## src/rtl/spi_link_scheduler.sv

```systemverilog
// spi_link_scheduler: arbitrates the shared SPI slave port between draining a
// received packet (RX) and loading/serialising one TX byte. Every output is a
// registered strobe/pulse/count.
// Optional feature macro SCHED_TIMEOUT_EN: when defined, the wait/transfer
// states abort to IDLE after TIMEOUT-1 cycles without a CS edge; when
// undefined, those states wait indefinitely and `timeout` stays 0.
module spi_link_scheduler #(
  parameter int unsigned BYTES_PER_PKT = 8,
  parameter int unsigned BITS_PER_BYTE = 8,
  parameter int unsigned TIMEOUT       = 1024
) (
  input  logic       clk,
  input  logic       rst,
  input  logic       pkt_rec,
  input  logic       CS,
  input  logic       tx_req,
  input  logic       bit_tick,
  output logic       mode,
  output logic       busy,
  output logic       pkt_ld,
  output logic       spi_ld,
  output logic       pkt_en,
  output logic       tx_ld,
  output logic       tx_en,
  output logic       rx_done,
  output logic       tx_done,
  output logic       timeout,
  output logic       ovf,
  output logic [3:0] byte_cnt,
  output logic [7:0] drop_cnt
);

  typedef enum logic [2:0] {
    IDLE,
    RX_LOAD,
    RX_WAIT,
    RX_XFER,
    TX_WAIT,
    TX_XFER,
    TX_SHIFT
  } state_t;

  localparam logic [3:0] BYTES_INIT = 4'(BYTES_PER_PKT);
  localparam logic [3:0] BITS_LAST  = 4'(BITS_PER_BYTE);

  state_t      state_q, state_d;
  logic        pkt_q, cs_q;
  logic        mode_q, mode_d;
  logic        busy_q, busy_d;
  logic        pkt_ld_q, pkt_ld_d;
  logic        spi_ld_q, spi_ld_d;
  logic        pkt_en_q, pkt_en_d;
  logic        tx_ld_q, tx_ld_d;
  logic        tx_en_q, tx_en_d;
  logic        rx_done_q, rx_done_d;
  logic        tx_done_q, tx_done_d;
  logic        timeout_q, timeout_d;
  logic        ovf_q, ovf_d;
  logic [3:0]  byte_cnt_q, byte_cnt_d;
  logic [3:0]  bit_cnt_q, bit_cnt_d;
  logic [7:0]  drop_cnt_q, drop_cnt_d;
  logic        pkt_rise, cs_fall, cs_rise;
  logic        tmo_hit;
  logic [3:0]  bit_next;

`ifdef SCHED_TIMEOUT_EN
  localparam int unsigned TW = (TIMEOUT > 2) ? $clog2(TIMEOUT) : 1;
  localparam logic [TW-1:0] TMO_LAST = TW'(TIMEOUT - 1);

  logic [TW-1:0] tmo_q, tmo_d;

  assign tmo_hit = (tmo_q == TMO_LAST);

  // Timeout counter: restarts on any state change or CS edge, runs only in wait/xfer states.
  always_comb begin
    tmo_d = '0;
    if ((state_d != state_q) || cs_fall || cs_rise) begin
      tmo_d = '0;
    end else if ((state_q == RX_WAIT) || (state_q == RX_XFER) ||
                 (state_q == TX_WAIT) || (state_q == TX_XFER)) begin
      tmo_d = tmo_q + 1'b1;
    end
  end

  // Timeout counter register.
  always_ff @(posedge clk) begin
    if (rst) begin
      tmo_q <= '0;
    end else begin
      tmo_q <= tmo_d;
    end
  end
`else
  assign tmo_hit = (TIMEOUT == 0);
`endif

  assign pkt_rise = pkt_rec & ~pkt_q;
  assign cs_fall  = cs_q & ~CS;
  assign cs_rise  = ~cs_q & CS;
  assign bit_next = bit_cnt_q + 4'd1;

  // Next-state and next-output logic; strobes are computed one cycle early so they land registered.
  always_comb begin
    state_d    = state_q;
    mode_d     = mode_q;
    byte_cnt_d = byte_cnt_q;
    bit_cnt_d  = bit_cnt_q;
    drop_cnt_d = drop_cnt_q;
    pkt_ld_d   = 1'b0;
    spi_ld_d   = 1'b0;
    pkt_en_d   = 1'b0;
    tx_ld_d    = 1'b0;
    tx_en_d    = 1'b0;
    rx_done_d  = 1'b0;
    tx_done_d  = 1'b0;
    timeout_d  = 1'b0;
    ovf_d      = 1'b0;

    case (state_q)
      IDLE: begin
        if (pkt_rise) begin
          state_d    = RX_LOAD;
          mode_d     = 1'b0;
          pkt_ld_d   = 1'b1;
          spi_ld_d   = 1'b1;
          byte_cnt_d = BYTES_INIT;
        end else if (tx_req) begin
          state_d = TX_WAIT;
          mode_d  = 1'b1;
        end
      end
      RX_LOAD: begin
        state_d = RX_WAIT;
      end
      RX_WAIT: begin
        if (cs_fall) begin
          state_d = RX_XFER;
        end else if (tmo_hit) begin
          timeout_d = 1'b1;
          state_d   = IDLE;
        end
      end
      RX_XFER: begin
        if (cs_rise) begin
          pkt_en_d   = 1'b1;
          spi_ld_d   = 1'b1;
          byte_cnt_d = byte_cnt_q - 4'd1;
          if (byte_cnt_q == 4'd1) begin
            rx_done_d = 1'b1;
            state_d   = IDLE;
          end else begin
            state_d = RX_WAIT;
          end
        end else if (tmo_hit) begin
          timeout_d = 1'b1;
          state_d   = IDLE;
        end
      end
      TX_WAIT: begin
        if (cs_fall) begin
          state_d = TX_XFER;
        end else if (tmo_hit) begin
          timeout_d = 1'b1;
          state_d   = IDLE;
        end
      end
      TX_XFER: begin
        if (cs_rise) begin
          tx_ld_d   = 1'b1;
          bit_cnt_d = '0;
          state_d   = TX_SHIFT;
        end else if (tmo_hit) begin
          timeout_d = 1'b1;
          state_d   = IDLE;
        end
      end
      TX_SHIFT: begin
        if (bit_tick) begin
          tx_en_d   = 1'b1;
          bit_cnt_d = bit_next;
          if (bit_next == BITS_LAST) begin
            tx_done_d = 1'b1;
            state_d   = IDLE;
          end
        end
      end
      default: begin
        state_d = IDLE;
      end
    endcase

    if (pkt_rise && (state_q != IDLE)) begin
      ovf_d = 1'b1;
      if (drop_cnt_q != '1) begin
        drop_cnt_d = drop_cnt_q + 8'd1;
      end
    end

    busy_d = (state_d != IDLE);
  end

  // State, edge-detect and output registers.
  always_ff @(posedge clk) begin
    if (rst) begin
      state_q    <= IDLE;
      pkt_q      <= 1'b0;
      cs_q       <= 1'b1;
      mode_q     <= 1'b0;
      busy_q     <= 1'b0;
      pkt_ld_q   <= 1'b0;
      spi_ld_q   <= 1'b0;
      pkt_en_q   <= 1'b0;
      tx_ld_q    <= 1'b0;
      tx_en_q    <= 1'b0;
      rx_done_q  <= 1'b0;
      tx_done_q  <= 1'b0;
      timeout_q  <= 1'b0;
      ovf_q      <= 1'b0;
      byte_cnt_q <= '0;
      bit_cnt_q  <= '0;
      drop_cnt_q <= '0;
    end else begin
      state_q    <= state_d;
      pkt_q      <= pkt_rec;
      cs_q       <= CS;
      mode_q     <= mode_d;
      busy_q     <= busy_d;
      pkt_ld_q   <= pkt_ld_d;
      spi_ld_q   <= spi_ld_d;
      pkt_en_q   <= pkt_en_d;
      tx_ld_q    <= tx_ld_d;
      tx_en_q    <= tx_en_d;
      rx_done_q  <= rx_done_d;
      tx_done_q  <= tx_done_d;
      timeout_q  <= timeout_d;
      ovf_q      <= ovf_d;
      byte_cnt_q <= byte_cnt_d;
      bit_cnt_q  <= bit_cnt_d;
      drop_cnt_q <= drop_cnt_d;
    end
  end

  assign mode     = mode_q;
  assign busy     = busy_q;
  assign pkt_ld   = pkt_ld_q;
  assign spi_ld   = spi_ld_q;
  assign pkt_en   = pkt_en_q;
  assign tx_ld    = tx_ld_q;
  assign tx_en    = tx_en_q;
  assign rx_done  = rx_done_q;
  assign tx_done  = tx_done_q;
  assign timeout  = timeout_q;
  assign ovf      = ovf_q;
  assign byte_cnt = byte_cnt_q;
  assign drop_cnt = drop_cnt_q;

endmodule

```

## config.mk

```make
export PLATFORM = sky130hd
export DESIGN_NAME = spi_link_scheduler
export DESIGN_NICKNAME = d
export VERILOG_FILES = /design/src/rtl/spi_link_scheduler.sv
export SDC_FILE = /design/constraint.sdc
export NUM_CORES = 1
export LEC_CHECK = 0
export CAP_MARGIN = 20
export CELL_PAD_IN_SITES_DETAIL_PLACEMENT = 0
export CELL_PAD_IN_SITES_GLOBAL_PLACEMENT = 1
export CORE_ASPECT_RATIO = 1.4
export CORE_MARGIN = 3
export CORE_UTILIZATION = 40
export CTS_BUF_LIST = sky130_fd_sc_hd__clkbuf_4 sky130_fd_sc_hd__clkbuf_8 sky130_fd_sc_hd__clkbuf_16
export DETAILED_ROUTE_END_ITERATION = 12
export HOLD_SLACK_MARGIN = 0.02
export PLACE_DENSITY = 0.9
export SYNTH_ARGS = -nofsm -noshare
export SYNTH_HDL_FRONTEND = slang
export SYNTH_SLANG_ARGS = --single-unit
```

## constraint.sdc

```tcl
create_clock -name clk -period 5.2 [get_ports clk]
set_input_delay 1.04 -clock clk [delete_from_list [all_inputs] [get_ports clk]]
set_output_delay 1.04 -clock clk [all_outputs]
set_load 0.05 [all_outputs]
```

==> results.md, run 1 <==
* Clk_skew at 0.002469 ns
* Chip height at 75.50 um
* Sequential fraction of the synthesis area at 44.97%
* Clock Tree Root: clkbuf_8
* Total grt overflow at 0
* Max VDD drop at 0.2565 mV
* Clock Pin Slew Worst Setup and Hold Paths at 0.06 ns
* Commonest non-fill, non-tap cell in the layout: dfxtp_1
* HP Class: reg2reg
* Post-synth design cell area at 1380 um2
* Tmin final at 2.627 ns
* Post-synth net total at 163
* TritonRoute pass-1 iters at 4
* Post-Synthesis Cells at 153
* Sink Count at 31
* Final wirelength at 2812 um
* Ys Warns at 0
* Worst-Margin Slew at 1.033 ns
* CTS max path bufs at 2
* Asr flop ratio synth at 0%
* Vias in the first global route at 1117
* Synth Register Bits at 31
* IO buf count at 27
* Setup TNS at 0 ns
* Slowest Stage Delay on Critical Path at 0.85 ns
* Worst setup path category: reg2out
* Die area at 4201 um2
* Largest family of logic cells by synthesized area: simple AND/OR/NAND/NOR gates
* Final HPWL DP at 2131 um
* Post-synth cell types at 37
* Final Hold Viols at 0
* Max-Cap Viols at 0
* Top sig layer: met4
* Power Density at 307.8 nW/um2
* Metal3 WL at 124 um
* FMAX at 380.6 MHz
* Post-CTS Setup Inserts at 0
* Final period utilization at 50.52%
* Placed cell areas at 1658 um2
* Status: complete, no violations
* Reg-to-Reg Start: byte_cnt[0]
* Placement Rows at 24
* Placed Cells incl. Taps at 212
* CP bufs+invs at 1
* Clk_lat worst skew at 0.28 ns
* Met1 WL at 1073 um
* Global Route Usage Sum at 14.70%
* Rel. slew slack at 30.93%
* CP Cell Sequence: clkdlybuf4s50_1
* Layout cells sized above 1 at 11.60%
* CP Launch Type: register
* CP arrival at 1.59 ns
* Post-synth top area share at 44.97%
* Worst path top cell family by delay: buffers and inverters
* Max H-tree Level at 2
* CTS tree: built
* WL/cell at 12.78 um
* Num CTS Buffers at 5
* Cts hold-fix bufs at 0
* Final Instance Area at 1747 um2
* DR vias at 1144
* Static Leak at 0.6358 nW
* Largest cells by area after synthesis: dfxtp_1 45%, nor2_1 6.3%, a21oi_1 4.4%, xor2_1 3.8%, ha_1 3.6%
* Layout overhead on the synthesized area at 26.56%
* Largest net degree at the start of global routing at 30
* Ys flop type: dfxtp_1
* Starting Density at 42.95%
* DR vias/cell at 5.200
* Final non-filler cell total at 220
* Remaining DRCs at 0
* Die X at 55.64 um
* Crit Path Max Fanout at 6
* Setup crit start: byte_cnt[0]
* Gpl congestion at 0.8164
* Setup violators final at 0
* CTS resizes at 0
* Core area at 3213 um2
* Hold Crit Start: bit_cnt_q[3]
* Ant. Diodes at 0
* Fin nets at 190
* CP max-delay cell: clkdlybuf4s50_1
* Mux share of post-synthesis cell area at 0.7253%
* Endpoint class of the critical path: output pin
* Post-synthesis compound-gate area fraction at 8.704%
* RSZ-0062 raised after global routing: no
* Cell taking the most area after synthesis: dfxtp_1
* Pins Over Slew Limit at 0
* Initial antenna violation count at 0
* Synth Area in Adders at 3.626%
* Average size of a mapped cell at 9.020 um2
* Routed Antenna Nets at 0
* Global-route wire length before repair at 4754 um
* Post-synthesis simple-gate area fraction at 31.19%
* Post-synth EDFFs at 0
* Hold_ws at 0.5131 ns
* Most frequent cells in the layout: 31 x dfxtp_1, 27 x clkdlybuf4s50_1, 23 x nor2_1
* Detailed Route Iter0 Violations at 29
* XOR/XNOR Fraction of Synth Area at 6.981%
* I/O pin count at 29
* CP required at 4.16 ns
* Met2 wire length at 1579 um
==> stage by stage <==
step | util, % | worst slack [ns] | power [mW]
floorplan | - | 3.127 | 0.3321
global placement | 51.60 | 2.415 | 0.3553
detailed placement | 51.60 | 2.384 | 0.3570
CTS | 54.36 | 2.552 | 0.5452
global route | 54.36 | 2.499 | 0.5643
finish | 54.36 | 2.573 | 0.5377
==> layout make-up <==
| cell class | instances | area [um2] |
|---|---|---|
| Clock inverter | 1 | 5.005 |
| Sequential cell | 31 | 620.6 |
| Tap cell | 39 | 48.80 |
| Multi-Input combinational cell | 113 | 710.7 |
| Fill cell | 297 | 1466 |
| Inverter | 2 | 7.507 |
| Clock buffer | 7 | 83.83 |
| Timing Repair Buffer | 27 | 270.3 |
==> sequential cells by signal (all words and copies together), names as in the netlist <==
signal and flops:
drop_cnt 8, state_q 3, pkt_q 1, rx_done 1
busy 1, byte_cnt 4, tx_done 1, spi_ld 1
tx_ld 1, bit_cnt_q 4, tx_en 1, pkt_en 1
pkt_ld 1, ovf 1, mode 1, cs_q 1
==> Yosys cell counts, types with 2 or more instances <==
cell / count
dfxtp_1: 31
nor2_1: 23
a21oi_1: 12
nand2_1: 8
nor3_1: 7
o21ai_0: 6
xor2_1: 6
nand3_1: 5
xnor2_1: 5
buf_4: 4
ha_1: 4
clkbuf_1: 3
or2_2: 3
a31oi_1: 2
and3_1: 2
and3b_1: 2
inv_1: 2
nand2_2: 2
nand2b_1: 2
nand3b_1: 2
nand4_1: 2
nor2b_1: 2
nor3b_1: 2
nor4_1: 2
or3b_2: 2
==> cell families (layout without fill, tap and decap cells) <==
group | count (synthesis) | in the layout
AO/OA/AOI/OAI | 22 | 22
XOR/XNOR | 11 | 11
adder cells (fa/ha/maj) | 4 | 4
buffers and inverters | 9 | 37
flip-flops | 31 | 31
multiplexers | 1 | 1
other | 1 | 1
AND/OR/NAND/NOR | 74 | 74
==> path summary, 6_finish.rpt <==
kind                                     end  slack [ns]  depth (start not counted)
worst max-delay path             byte_cnt[0]        2.57                          1
worst min-delay path            bit_cnt_q[3]        0.51                          2
worst min register to register  bit_cnt_q[3]        0.51                          2
worst max register to register          busy        3.40                          6
==> routing by layer <==
layer,up-vias,track usage (%)
li1,584,-
met5,-,0
met4,0,7.568
met1,532,13.15
met3,4,5.593
met2,24,28.82
==> power breakdown <==
| group | total [mW] | internal (mW) | switching [mW] | leakage (nW) |
|---|---|---|---|---|
| clock network | 0.187 | 0.104 | 0.0827 | 0.0491 |
| registers | 0.263 | 0.249 | 0.0134 | 0.252 |
| logic | 0.0882 | 0.0330 | 0.0552 | 0.335 |
Power figures use the tool's default switching activity.
==> inputs of run 2 (changes only) <==
CORE_UTILIZATION = 33   (was 40)
PLACE_DENSITY = 0.8   (was 0.9)
clock period = 2.1 ns   (was 5.2 ns; I/O delays follow)
==> results.md, run 2 (synthesis gave the netlist of run 1 again) <==
* Status: complete, no violations
* CTS max path bufs at 2 (unchanged)
* Die X at 60.66 um (+9.0%)
* Reg-to-Reg Start: byte_cnt[0]
* Routed Antenna Nets at 0 (unchanged)
* Endpoint class of the critical path: output pin
* HP Class: reg2reg
* Num CTS Buffers at 5 (unchanged)
* CP arrival at 1.55 ns (-0.04 ns)
* Clk_lat worst skew at 0.28 ns (about the same)
* Ant. Diodes at 0 (unchanged)
* Tmin final at 1.975 ns
* Gpl congestion at 0.8283 (+1.5%)
* Worst-Margin Slew at 0.5106 ns (-0.5223 ns)
* Rel. slew slack at 65.86% (+35 points)
* Vias in the first global route at 1088 (-2.6%)
* Clock Tree Root: clkbuf_8
* Final HPWL DP at 2319 um (+8.8%)
* Max H-tree Level at 2 (unchanged)
* Chip height at 82.52 um (+9.3%)
* CP required at 1.68 ns (-2.48 ns)
* Worst path top cell family by delay: buffers and inverters
* Clock Pin Slew Worst Setup and Hold Paths at 0.07 ns (about the same)
* Final period utilization at 94.04%
* Starting Density at 34.62% (-8.3 points)
* Crit path to: byte_cnt[2]
* Initial antenna violation count at 0 (unchanged)
* I/O pin count at 29 (unchanged)
* Sink Count at 31 (unchanged)
* Pins Over Slew Limit at 0 (unchanged)
* Fin nets at 195 (+2.6%)
* Power Density at 819.1 nW/um2 (+170%)
* CP bufs+invs at 1 (unchanged)
* Crit Path Max Fanout at 4 (-2)
* Detailed Route Iter0 Violations at 50 (+72%)
* Worst setup path category: reg2out
* DR vias at 1190 (+4.0%)
* Die area at 5005 um2 (+19%)
* CTS resizes at 0 (unchanged)
* Global Route Usage Sum at 13.60% (-1.1 points)
* Setup TNS at 0 ns (unchanged)
* DR vias/cell at 5.197 (about the same)
* IO buf count at 27 (unchanged)
* Most frequent cells in the layout: 31 x dfxtp_1, 26 x clkdlybuf4s50_1, 23 x nor2_1
* Register-to-register setup slack at 0.26 ns (-3.14 ns)
* Pre-CTS setup slack at 0.02659 ns (-2.357 ns)
* CTS tree: built
* Worst hold path depth at 2 (unchanged)
* WL/cell at 13.08 um (+2.3%)
* Placed cell areas at 1698 um2 (+2.4%)
* Slowest Stage Delay on Critical Path at 0.85 ns (about the same)
* Total grt overflow at 0 (unchanged)
* Reg2Reg Depth at 6 (unchanged)
* FMAX at 506.4 MHz
* Commonest non-fill, non-tap cell in the layout: dfxtp_1
* Placement Rows at 27 (+13%)
* Final wirelength at 2995 um (+6.5%)
* Layout cells sized above 1 at 14.52% (+2.9 points)
* Post-CTS Setup Inserts at 0 (unchanged)
* Final Hold Viols at 0 (unchanged)
* Reg2reg end: busy
* TritonRoute pass-1 iters at 4 (unchanged)
* CP max-delay cell: clkdlybuf4s50_1
* Max VDD drop at 0.3218 mV (+25%)
* Fin worst setup slack at 0.1251 ns (-2.448 ns)
* Max FFs per register at 8 (unchanged)
* Final Instance Area at 1815 um2 (+3.9%)
* Static Leak at 0.6747 nW (+6.1%)
* Cell depth of the worst setup path at 1 (unchanged)
* Global-route wire length before repair at 4981 um (+4.8%)
* CP Cell Sequence: clkdlybuf4s50_1
* Layout overhead on the synthesized area at 31.55%
* Cts hold-fix bufs at 0 (unchanged)
* Max-Cap Viols at 0 (unchanged)
* Largest net degree at the start of global routing at 16 (-47%)
* Clk_skew at 0.002576 ns (+0.0001076 ns)
* CP Launch Type: register
* Setup crit start: byte_cnt[2]
* RSZ-0062 raised after global routing: no
* Setup violators final at 0 (unchanged)
* Core area at 3986 um2 (+24%)
* Remaining DRCs at 0 (unchanged)
* Post-layout util at 45.54% (-8.8 points)
==> run 2: area by class of cell <==
type / count / area, um2
sequential: 31 / 620.6
multi-input combinational: 113 / 710.7
timing repair buffer: 32 / 305.3
inverter: 2 / 7.507
clock buffer: 6 / 82.58
clock inverter: 2 / 35.03
fill: 403 / 2171
tap: 43 / 53.80
==> run 2: power breakdown <==
group	total (mW)	internal [mW]	switching, mW
Sequential	0.652	0.617	0.0346
Combinational	0.230	0.0912	0.139
Clock	0.605	0.384	0.221
Total	1.49	1.09	0.395
==> run 2: worst min-delay path, stage by stage, from the launching register on <==
cell and delay [ns]:
dfxtp_1 0.34, nand2_1 0.07, a21oi_1 0.06
==> run 2: worst min-delay path by stage <==
stage	start	end	slack, ns
finish	bit_cnt_q[1]	bit_cnt_q[1]	0.51
global route	bit_cnt_q[1]	bit_cnt_q[1]	0.54
CTS	bit_cnt_q[1]	bit_cnt_q[1]	0.51
detailed placement	bit_cnt_q[3]	bit_cnt_q[3]	0.50
global placement	bit_cnt_q[1]	bit_cnt_q[1]	0.49
floorplan	bit_cnt_q[1]	bit_cnt_q[1]	0.47
==> run 2: per-stage QoR <==
| step | instances | power [mW] | hold WS (ns) |
|---|---|---|---|
| floorplan | 153 | 0.8223 | 0.4665 |
| global placement | 221 | 0.8919 | 0.4877 |
| detailed placement | 221 | 0.8959 | 0.5007 |
| CTS | 229 | 1.505 | 0.5112 |
| global route | 229 | 1.563 | 0.5362 |
| finish | 229 | 1.487 | 0.5111 |
==> run 2: routing by layer <==
metal,track usage [%],routed length [um],vias up,part of all wire (%)
li1,-,-,589,-
met1,14.14,1174,561,39
met2,23.88,1616,33,54
met3,4.666,133,7,4.4
met4,6.508,72,0,2.4
met5,0,0,-,0
==> inputs of run 3 (changes only) <==
--- a/constraint.sdc
+++ b/constraint.sdc
@@ -3,2 +3,2 @@
 set_output_delay 0.42 -clock clk [all_outputs]
-set_load 0.05 [all_outputs]
+set_load 0.1 [all_outputs]
==> results.md, run 3 (synthesis gave the netlist of run 1 again) <==
* Pins Over Slew Limit at 0 (unchanged)
* Cts hold-fix bufs at 0 (unchanged)
* FMAX at 554.5 MHz (+9.5%)
* Clk_skew at 0.004063 ns (+0.001487 ns)
* Post-CTS Setup Inserts at 0 (unchanged)
* Total grt overflow at 0 (unchanged)
* Die area at 5005 um2 (unchanged)
* Global-route wire length before repair at 4671 um (-6.2%)
* Max VDD drop at 0.2945 mV (-8.5%)
* Initial antenna violation count at 0 (unchanged)
* Endpoint class of the critical path: register
* Placement Rows at 27 (unchanged)
* Sink Count at 31 (unchanged)
* Max-Cap Viols at 0 (unchanged)
* RSZ-0062 raised after global routing: no
* Tmin final at 1.804 ns (-0.1714 ns)
* Reg2Reg Depth at 6 (unchanged)
* Ant. Diodes at 0 (unchanged)
* Crit Path Max Fanout at 5 (+1)
* Commonest non-fill, non-tap cell in the layout: dfxtp_1
* Storage cell area at 625.6 um2 (+0.81%)
* Vias in the first global route at 1069 (-1.7%)
* Final HPWL DP at 2185 um (-5.8%)
* Total Power at 1.544 mW (+3.8%)
* Num CTS Buffers at 5 (unchanged)
* Core area at 3986 um2 (unchanged)
* CTS tree: built
* Worst hold path depth at 2 (unchanged)
* CTS max path bufs at 2 (unchanged)
* DR vias/cell at 5.149 (-0.91%)
* Clock Tree Root: clkbuf_8
* Setup violators final at 0 (unchanged)
* CP max-delay cell: clkdlybuf4s50_1
* Remaining DRCs at 0 (unchanged)
* Detailed Route Iter0 Violations at 65 (+30%)
* CP Launch Type: input pin
* Layout overhead on the synthesized area at 27.56%
* Worst-Margin Slew at 0.4899 ns (-0.02069 ns)
* Most frequent cells in the layout: 27 x dfxtp_1, 26 x buf_4, 23 x nor2_1
* Placed Cells incl. Taps at 220 (-0.45%)
* Routed Antenna Nets at 0 (unchanged)
* Clk_lat worst skew at 0.28 ns (about the same)
* Worst path top cell family by delay: simple AND/OR/NAND/NOR gates
* Cell depth of the worst setup path at 6 (+5)
* Final Hold Viols at 0 (unchanged)
* Status: complete, no violations
* IO buf count at 27 (unchanged)
* Clock Pin Slew Worst Setup and Hold Paths at 0.06 ns (about the same)
* Slowest Stage Delay on Critical Path at 0.49 ns (-0.36 ns)
* CP Cell Sequence: clkdlybuf4s50_1 > nand2b_1 > nor3b_1 > o21ai_0 > or2_2 > a21oi_1
* Die X at 60.66 um (unchanged)
* HP Class: reg2reg
* Power Density at 877.0 nW/um2 (+7.1%)
* Final non-filler cell total at 228 (-0.44%)
* DR vias at 1174 (-1.3%)
* Fillers at 401 (-0.50%)
* Final period utilization at 85.88% (-8.2 points)
* Worst setup path category: in2reg
* Setup TNS at 0 ns (unchanged)
* Max H-tree Level at 2 (unchanged)
* Largest net degree at the start of global routing at 21 (+5)
* CP arrival at 2.01 ns (+0.46 ns)
* Gpl congestion at 0.8440 (+1.9%)
* Static Leak at 0.7123 nW (+5.6%)
* WL/cell at 12.52 um (-4.3%)
* Chip height at 82.52 um (unchanged)
* CP bufs+invs at 1 (unchanged)
* Area of the multi-input gates at 710.7 um2 (unchanged)
* Fin worst setup slack at 0.2965 ns (+0.1714 ns)
* Global Route Usage Sum at 12.82% (-0.78 points)
* Final wirelength at 2855 um (-4.7%)
* CTS resizes at 0 (unchanged)
* Layout cells sized above 1 at 27.57% (+13 points)
* Max FFs per register at 8 (unchanged)
* TritonRoute pass-1 iters at 4 (unchanged)
* Starting Density at 34.62% (unchanged)
* Pre-CTS setup slack at 0.01220 ns (-0.01440 ns)
* CP required at 2.31 ns (+0.63 ns)
* Fin nets at 194 (-0.51%)
* I/O pin count at 29 (unchanged)
* Rel. slew slack at 67.00% (+1.1 points)
run 3: cell types whose count changed in the layout (fill, tap and decap cells not counted), sizes merged:
cell	before	now
buf	6	26
clkdlybuf4s50	26	5
run 3: tightest hold or removal path: stages (launching register included):
cell and delay (ns):
dfxtp_1 0.33, o21ai_0 0.07, a21oi_1 0.06
run 3: per-stage QoR:
step           util, %  cell area [um2]  hold WS (ns)
3_5_place_dp     41.21             1643        0.4895
4_1_cts          44.16             1760        0.5004
3_3_place_gp     41.21             1643        0.4906
2_1_floorplan        -             1385        0.4665
5_1_grt          44.16             1760        0.5284
6_report         44.16             1760        0.5012
run 3: power breakdown:
part	internal (mW)	total [mW]	switching (mW)	leakage [nW]
clock network	0.383	0.597	0.214	0.0612
logic	0.0813	0.296	0.215	0.397
registers	0.617	0.650	0.0330	0.254
total	1.08	1.54	0.462	0.712
run 3: cell type report:
type                       instances  area share (%)
multi-input combinational        113           40.37
sequential                        31           35.54
timing repair buffer              31           13.93
clock buffer                       6           4.691
tap                               43           3.056
clock inverter                     2           1.990
inverter                           2          0.4264
run 3: path summary, 6_finish.rpt:
| path | start | slack (ns) | to |
|---|---|---|---|
| setup / recovery | CS | 0.30 | bit_cnt_q[2] |
| hold / removal | bit_cnt_q[3] | 0.50 | bit_cnt_q[3] |
| setup reg to reg | byte_cnt[0] | 0.33 | busy |
| hold reg to reg | bit_cnt_q[3] | 0.50 | bit_cnt_q[3] |
run 3: routing by layer:
metal  track usage (%)  wire length [um]  up-vias
met1             12.25              1150      547
li1                  -                 -      590
met5                 0                 0        -
met3             4.977               140        7
met4             7.375                77        0
met2             22.70              1487       30
